<file path="src/rtl/sp_ram_fifo_pkg.sv">
// Shared constants and grant encoding for the single-port-RAM FIFO controller.
package sp_ram_fifo_pkg;

    localparam int DEFAULT_DATA_WIDTH = 8;
    localparam int DEFAULT_ADDR_WIDTH = 4;

    typedef enum logic {
        GRANT_WR = 1'b0,
        GRANT_RD = 1'b1
    } grant_e;

endpackage

</file>
<file path="src/rtl/sp_ram_fifo_arb.sv">
// Two-way round-robin arbiter for the single RAM port: a lone requester always wins,
// and on contention the side that did not win the previous contention gets the port.
module sp_ram_fifo_arb
    import sp_ram_fifo_pkg::*;
(
    input  logic clk,
    input  logic rst_n,
    input  logic wr_elig,
    input  logic rd_elig,
    output logic grant_wr,
    output logic grant_rd
);

    grant_e last_grant;
    logic   contended;

    assign contended = wr_elig & rd_elig;

    always_comb begin
        grant_wr = 1'b0;
        grant_rd = 1'b0;
        if (contended) begin
            if (last_grant == GRANT_RD) begin
                grant_wr = 1'b1;
            end else begin
                grant_rd = 1'b1;
            end
        end else begin
            grant_wr = wr_elig;
            grant_rd = rd_elig;
        end
    end

    // History only moves on contended cycles, so uncontended traffic never skews fairness.
    always_ff @(posedge clk or negedge rst_n) begin
        if (!rst_n) begin
            last_grant <= GRANT_RD;
        end else if (contended) begin
            last_grant <= grant_wr ? GRANT_WR : GRANT_RD;
        end
    end

endmodule

</file>
<file path="src/rtl/sp_ram_fifo_ctrl.sv">
// FIFO controller in front of a single-port registered-read RAM, with a valid/ready
// write port, a registered valid/ready read port and one RAM access per cycle.
module sp_ram_fifo_ctrl
    import sp_ram_fifo_pkg::*;
#(
    parameter int DATA_WIDTH = DEFAULT_DATA_WIDTH,
    parameter int ADDR_WIDTH = DEFAULT_ADDR_WIDTH
) (
    input  logic                  clk,
    input  logic                  rst_n,
    input  logic                  wr_valid,
    input  logic [DATA_WIDTH-1:0] wr_data,
    output logic                  wr_ready,
    output logic                  rd_valid,
    output logic [DATA_WIDTH-1:0] rd_data,
    input  logic                  rd_ready,
    output logic [ADDR_WIDTH:0]   level,
    output logic                  full,
    output logic                  empty,
    output logic [ADDR_WIDTH-1:0] ram_addr,
    output logic                  ram_we,
    output logic [DATA_WIDTH-1:0] ram_data_in,
    input  logic [DATA_WIDTH-1:0] ram_data_out
);

    localparam logic [ADDR_WIDTH:0] DEPTH_CNT = (ADDR_WIDTH+1)'(2**ADDR_WIDTH);

    logic [ADDR_WIDTH-1:0] wr_ptr;
    logic [ADDR_WIDTH-1:0] rd_ptr;
    logic [ADDR_WIDTH:0]   ram_cnt;
    logic                  rd_pending;
    logic                  out_valid;
    logic                  wr_elig;
    logic                  rd_elig;
    logic                  grant_wr;
    logic                  grant_rd;

    // Gating with rst_n keeps the write port closed while reset is held.
    assign wr_elig = rst_n & wr_valid & (ram_cnt != DEPTH_CNT);
    assign rd_elig = (ram_cnt != '0) & ~rd_pending & (~out_valid | rd_ready);

    sp_ram_fifo_arb u_arb (
        .clk      (clk),
        .rst_n    (rst_n),
        .wr_elig  (wr_elig),
        .rd_elig  (rd_elig),
        .grant_wr (grant_wr),
        .grant_rd (grant_rd)
    );

    assign wr_ready    = grant_wr;
    assign ram_we      = grant_wr;
    assign ram_addr    = grant_wr ? wr_ptr : rd_ptr;
    assign ram_data_in = wr_data;

    assign rd_valid = out_valid;
    assign level    = ram_cnt + (ADDR_WIDTH+1)'(rd_pending) + (ADDR_WIDTH+1)'(out_valid);
    assign full     = (ram_cnt == DEPTH_CNT);
    assign empty    = (level == '0);

    always_ff @(posedge clk or negedge rst_n) begin
        if (!rst_n) begin
            wr_ptr     <= '0;
            rd_ptr     <= '0;
            ram_cnt    <= '0;
            rd_pending <= 1'b0;
        end else begin
            if (grant_wr) begin
                wr_ptr <= wr_ptr + 1'b1;
            end
            if (grant_rd) begin
                rd_ptr <= rd_ptr + 1'b1;
            end
            case ({grant_wr, grant_rd})
                2'b10:   ram_cnt <= ram_cnt + 1'b1;
                2'b01:   ram_cnt <= ram_cnt - 1'b1;
                default: ram_cnt <= ram_cnt;
            endcase
            rd_pending <= grant_rd;
        end
    end

    // A read is only issued when the output register will be free on capture,
    // so capture and consume never collide.
    always_ff @(posedge clk or negedge rst_n) begin
        if (!rst_n) begin
            out_valid <= 1'b0;
            rd_data   <= '0;
        end else if (rd_pending) begin
            out_valid <= 1'b1;
            rd_data   <= ram_data_out;
        end else if (out_valid && rd_ready) begin
            out_valid <= 1'b0;
        end
    end

endmodule

</file>
<file path="config.mk">
export PLATFORM = sky130hd
export DESIGN_NAME = sp_ram_fifo_ctrl
export DESIGN_NICKNAME = d
export VERILOG_FILES = /design/src/rtl/sp_ram_fifo_pkg.sv /design/src/rtl/sp_ram_fifo_arb.sv /design/src/rtl/sp_ram_fifo_ctrl.sv
export SDC_FILE = /design/constraint.sdc
export NUM_CORES = 1
export LEC_CHECK = 0
export BUFFER_PORTS_ARGS = -buffer_cell sky130_fd_sc_hd__buf_2
export CORE_UTILIZATION = 48
export CTS_CLUSTER_DIAMETER = 150
export DETAILED_ROUTE_END_ITERATION = 10
export PLACE_DENSITY = 0.78
export SLEW_MARGIN = 20
export SYNTH_ARGS = -nofsm -noshare
export SYNTH_HDL_FRONTEND = slang
export SYNTH_HIERARCHICAL = 1
export SYNTH_SLANG_ARGS = --single-unit
</file>
<file path="constraint.sdc">
create_clock -name clk -period 4 [get_ports clk]
set_input_delay 0.6 -clock clk [delete_from_list [all_inputs] [get_ports clk]]
set_output_delay 0.6 -clock clk [all_outputs]
set_load 0.05 [all_outputs]
</file>
==> impl_results.md <==
- DRT iter0 DRCs: 16
- Sum of buffers and inverters on the critical path: 1
- Routed via count divided by cell count: 5.23
- Final Worst Setup Slack: around 0.65 ns
- TritonCTS Buffers: 3
- Clock sink count: 24
- Arrival time at the worst endpoint: 3.53 ns
- Mapped Avg Cell Area: 11.4 um2
- Number of register bits inferred by synthesis: 24
- Slew Limit Headroom: 51.4%
- Slowest stage cell, crit path: sky130_fd_sc_hd__a21boi_0
- Post-synth top flop: sky130_fd_sc_hd__dfrtp_1
- # resized after CTS: 0
- Via count of the first global-routing pass: approximately 860
- Number of max-capacitance violations reported: 0
- Detailed-route wire length: 2260 um
- Quantity of I/O buffers inserted on ports: 33
- Sum of negative setup slack: 0 ns
- Final critical-path required period: ~3.3 ns
- Width of the chip: 54.8 um
- Setup Skew: 0.00599 ns
- Number of warnings printed during yosys synthesis: 6
- Post-layout nets: 174
- Footprint of the multi-input gates: 621 um2
- Routed via count: 910
- Async set-reset flop share out of synthesis: 100%
- FILL cells: about 220
- Number of remaining DRC errors: 0
- Most instantiated library cell after synthesis: sky130_fd_sc_hd__dfrtp_1
- Cts-stage hold buffer count: 0
- Post-route clock period utilization: 83.6%
- Largest stage delay on the critical path: ~0.58 ns
- TritonCTS clock tree: built
- Cells along the critical path: nor4_1 > and2_1 > nor2_1 > a21boi_0 > ha_1 > inv_2 > fa_1 > nor2b_2 > o2111ai_1 > o311ai_1 > o211ai_1
- Initial antenna violation count: 0
- WP depth: 11
- Final weighted congestion in routability-driven placement: 0.823
- Slew at the pin closest to its max-slew limit: 0.723 ns
- DR WL/cell: 13.0 um
- Outcome: finished clean
- Maximum clock frequency: 299 MHz
- Setup slack at placement: just under 0.7 ns
- Main area contributors after synthesis: sky130_fd_sc_hd__dfrtp_1, sky130_fd_sc_hd__mux2_1, sky130_fd_sc_hd__ha_1
- Final count of hold timing violations: 0
- Total Routing Usage GR: 17.4%
- Layout area overhead: 13.9%
- Number of rows in the core area: 18
- Clock-pin transition on the worst setup and hold timing paths: approximately 0.13 ns
- Critical Path Source Type: flop
- Sequential element share of the synthesized area: 44.9%
- Die footprint: 3010 um2
- DP Wirelength: 1790 um
- Number of distinct library cell variants in the gate-level netlist after synthesis: 33
- Bufs on Longest Clock Path: 2
- Post-synth net total: approximately 150
- Wire length of the first global-routing pass: 3660 um
- Std-Cell Core Area: 2570 um2
- Area of the mapped netlist: 1340 um2
- Insertion delay of the later-clocked pin in the worst-skew pair: around 0.31 ns
- Family of cells with the greatest summed delay on the critical path: compound AO/OA/AOI/OAI gates
- Pin count of the biggest net entering global routing: 26
- Register-to-Register Setup Slack: 0.65 ns
- Final count of negative-setup-slack endpoints: 0
- Most frequent cells after synthesis: sky130_fd_sc_hd__dfrtp_1, sky130_fd_sc_hd__mux2_1, sky130_fd_sc_hd__buf_4
- Worst min-delay path class: input pin to asynchronous set/reset pin
- CP required: 4.18 ns
- Number of search-and-repair iterations in the first detailed-routing pass: 4
- Cell at the root of the clock tree: sky130_fd_sc_hd__clkbuf_4
- Worst reg2reg path endpoint: ram_cnt[4]$_DFFE_PN0P_
- Number of pins with negative max-slew slack in the final report: 0
- Unrepaired setup endpoints after global routing: no
- Post-synth EDFFs: 0
- Count of antenna-violating nets left after detailed routing: 0
- Vertical extent of the die: 54.8 um
- Cell taking the most area after synthesis: sky130_fd_sc_hd__dfrtp_1
- Number of antenna diodes: 0
- I/O pin count: 50
- Timing endpoint of the critical path: ram_cnt[4]$_DFFE_PN0P_
- Top cell type's share of synthesized area: between 40% and 50%
- Startpoint of the most critical setup path: ram_cnt[2]$_DFFE_PN0P_
- Post-CTS setup-driven buffer insertion count: 0
- Capturing element type of the critical path: flop
- Number of instances in the synthesized netlist: 118
- Start of the worst register-to-register path: ram_cnt[2]$_DFFE_PN0P_
- Effective utilization at floorplan: 52.2%
- H-tree levels: 1
- Share of cells above drive strength 1: a little under a third
- Area taken by flip-flops and latches: 602 um2
- Gr ovfl total: 0
- Largest fanout of any net on the critical path: 6
- Startpoint-to-endpoint class of the critical path: flop to flop
- Number of cells on the worst reg-to-reg path: 11
==> layer usage <==
metal  GRT usage, %  share of wire, %  up-vias
met4           8.55               1.1        0
li1               -                 -      447
met2           30.7                51       47
met3           3.89               7.2        2
met1           19.4                40      414
met5              0                 0        -
==> worst min-delay path by stage <==
| stage | slack [ns] | cells past startpoint | end |
|---|---|---|---|
| floorplan | 0.30 | 0 | ram_cnt[0]$_DFFE_PN0P_ |
| global placement | 0.46 | 1 | rd_ptr[3]$_DFFE_PN0P_ |
| detailed placement | 0.47 | 1 | rd_ptr[3]$_DFFE_PN0P_ |
| CTS | 0.26 | 1 | rd_data[2]$_DFFE_PN0P_ |
| global route | 0.28 | 1 | rd_data[2]$_DFFE_PN0P_ |
| finish | 0.25 | 1 | rd_data[2]$_DFFE_PN0P_ |
==> state kept, by name (all words and copies together) (netlist names) <==
signal,cells
ram_cnt,5
rd_data,8
rd_ptr,4
wr_ptr,4
rd_pending,1
rd_valid,1
u_arb/last_grant,1
==> cells by family (layout without fill, tap and decap cells) <==
family	after synthesis	after routing	synth area share (%)
buf+inv	23	49	9.24
fa+ha+maj	9	9	9.52
simple gates	21	21	8.78
xor+xnor	13	13	8.50
flops	24	24	44.9
mux	15	15	12.5
compound gates	13	13	6.54
==> layout by cell type, fill, tap and decap left out <==
cell type | Yosys | final
sky130_fd_sc_hd__buf_2 | 3 | 33
sky130_fd_sc_hd__dfrtp_1 | 23 | 23
sky130_fd_sc_hd__mux2_1 | 14 | 14
sky130_fd_sc_hd__xnor2_1 | 8 | 8
sky130_fd_sc_hd__inv_1 | 8 | 8
sky130_fd_sc_hd__ha_1 | 7 | 7
sky130_fd_sc_hd__nand2_1 | 6 | 6
sky130_fd_sc_hd__xor2_1 | 5 | 5
sky130_fd_sc_hd__inv_2 | 3 | 3
sky130_fd_sc_hd__o21ai_1 | 3 | 3
sky130_fd_sc_hd__nand4_1 | 3 | 3
sky130_fd_sc_hd__clkbuf_4 | 0 | 3
sky130_fd_sc_hd__nand3_1 | 2 | 2
sky130_fd_sc_hd__nor2_1 | 2 | 2
sky130_fd_sc_hd__a21oi_1 | 2 | 2
sky130_fd_sc_hd__fa_1 | 2 | 2
sky130_fd_sc_hd__nand3b_1 | 1 | 1
sky130_fd_sc_hd__nor4b_2 | 0 | 1
sky130_fd_sc_hd__nor4_1 | 1 | 1
sky130_fd_sc_hd__and2_1 | 1 | 1
sky130_fd_sc_hd__nor2b_2 | 1 | 1
sky130_fd_sc_hd__or2_2 | 1 | 1
sky130_fd_sc_hd__o22ai_1 | 1 | 1
sky130_fd_sc_hd__or3_1 | 1 | 1
sky130_fd_sc_hd__nor4b_1 | 2 | 1
sky130_fd_sc_hd__a311oi_1 | 1 | 1
sky130_fd_sc_hd__o2111ai_1 | 1 | 1
sky130_fd_sc_hd__o311ai_1 | 1 | 1
sky130_fd_sc_hd__o211ai_1 | 1 | 1
sky130_fd_sc_hd__a21o_1 | 1 | 1
sky130_fd_sc_hd__mux2i_1 | 1 | 1
sky130_fd_sc_hd__bufinv_16 | 0 | 1
sky130_fd_sc_hd__buf_4 | 9 | 1
sky130_fd_sc_hd__a21boi_0 | 1 | 1
sky130_fd_sc_hd__a21boi_1 | 1 | 1
sky130_fd_sc_hd__dfstp_2 | 1 | 1
==> stage by stage <==
stage                     instance area [um2]  instances  util [%]  hold WS, ns
after global placement                   1470        170      57.4        0.458
after CTS                                1530        174      59.5        0.262
final                                    1530        174      59.5        0.250
after global routing                     1530        174      59.5        0.279
after detailed placement                 1470        170      57.4        0.468
after floorplan                          1350        118         -        0.304
==> layout make-up <==
type	count	area share [%]
clock buffer	3	1.48
clock inverter	1	1.97
inverter	11	2.70
multi-input combinational	71	40.7
sequential	24	39.4
tap	30	2.46
timing repair buffer	34	11.3
Power is not shown: default switching activity piles up to over one toggle a cycle in this logic, so the estimate is an artifact.
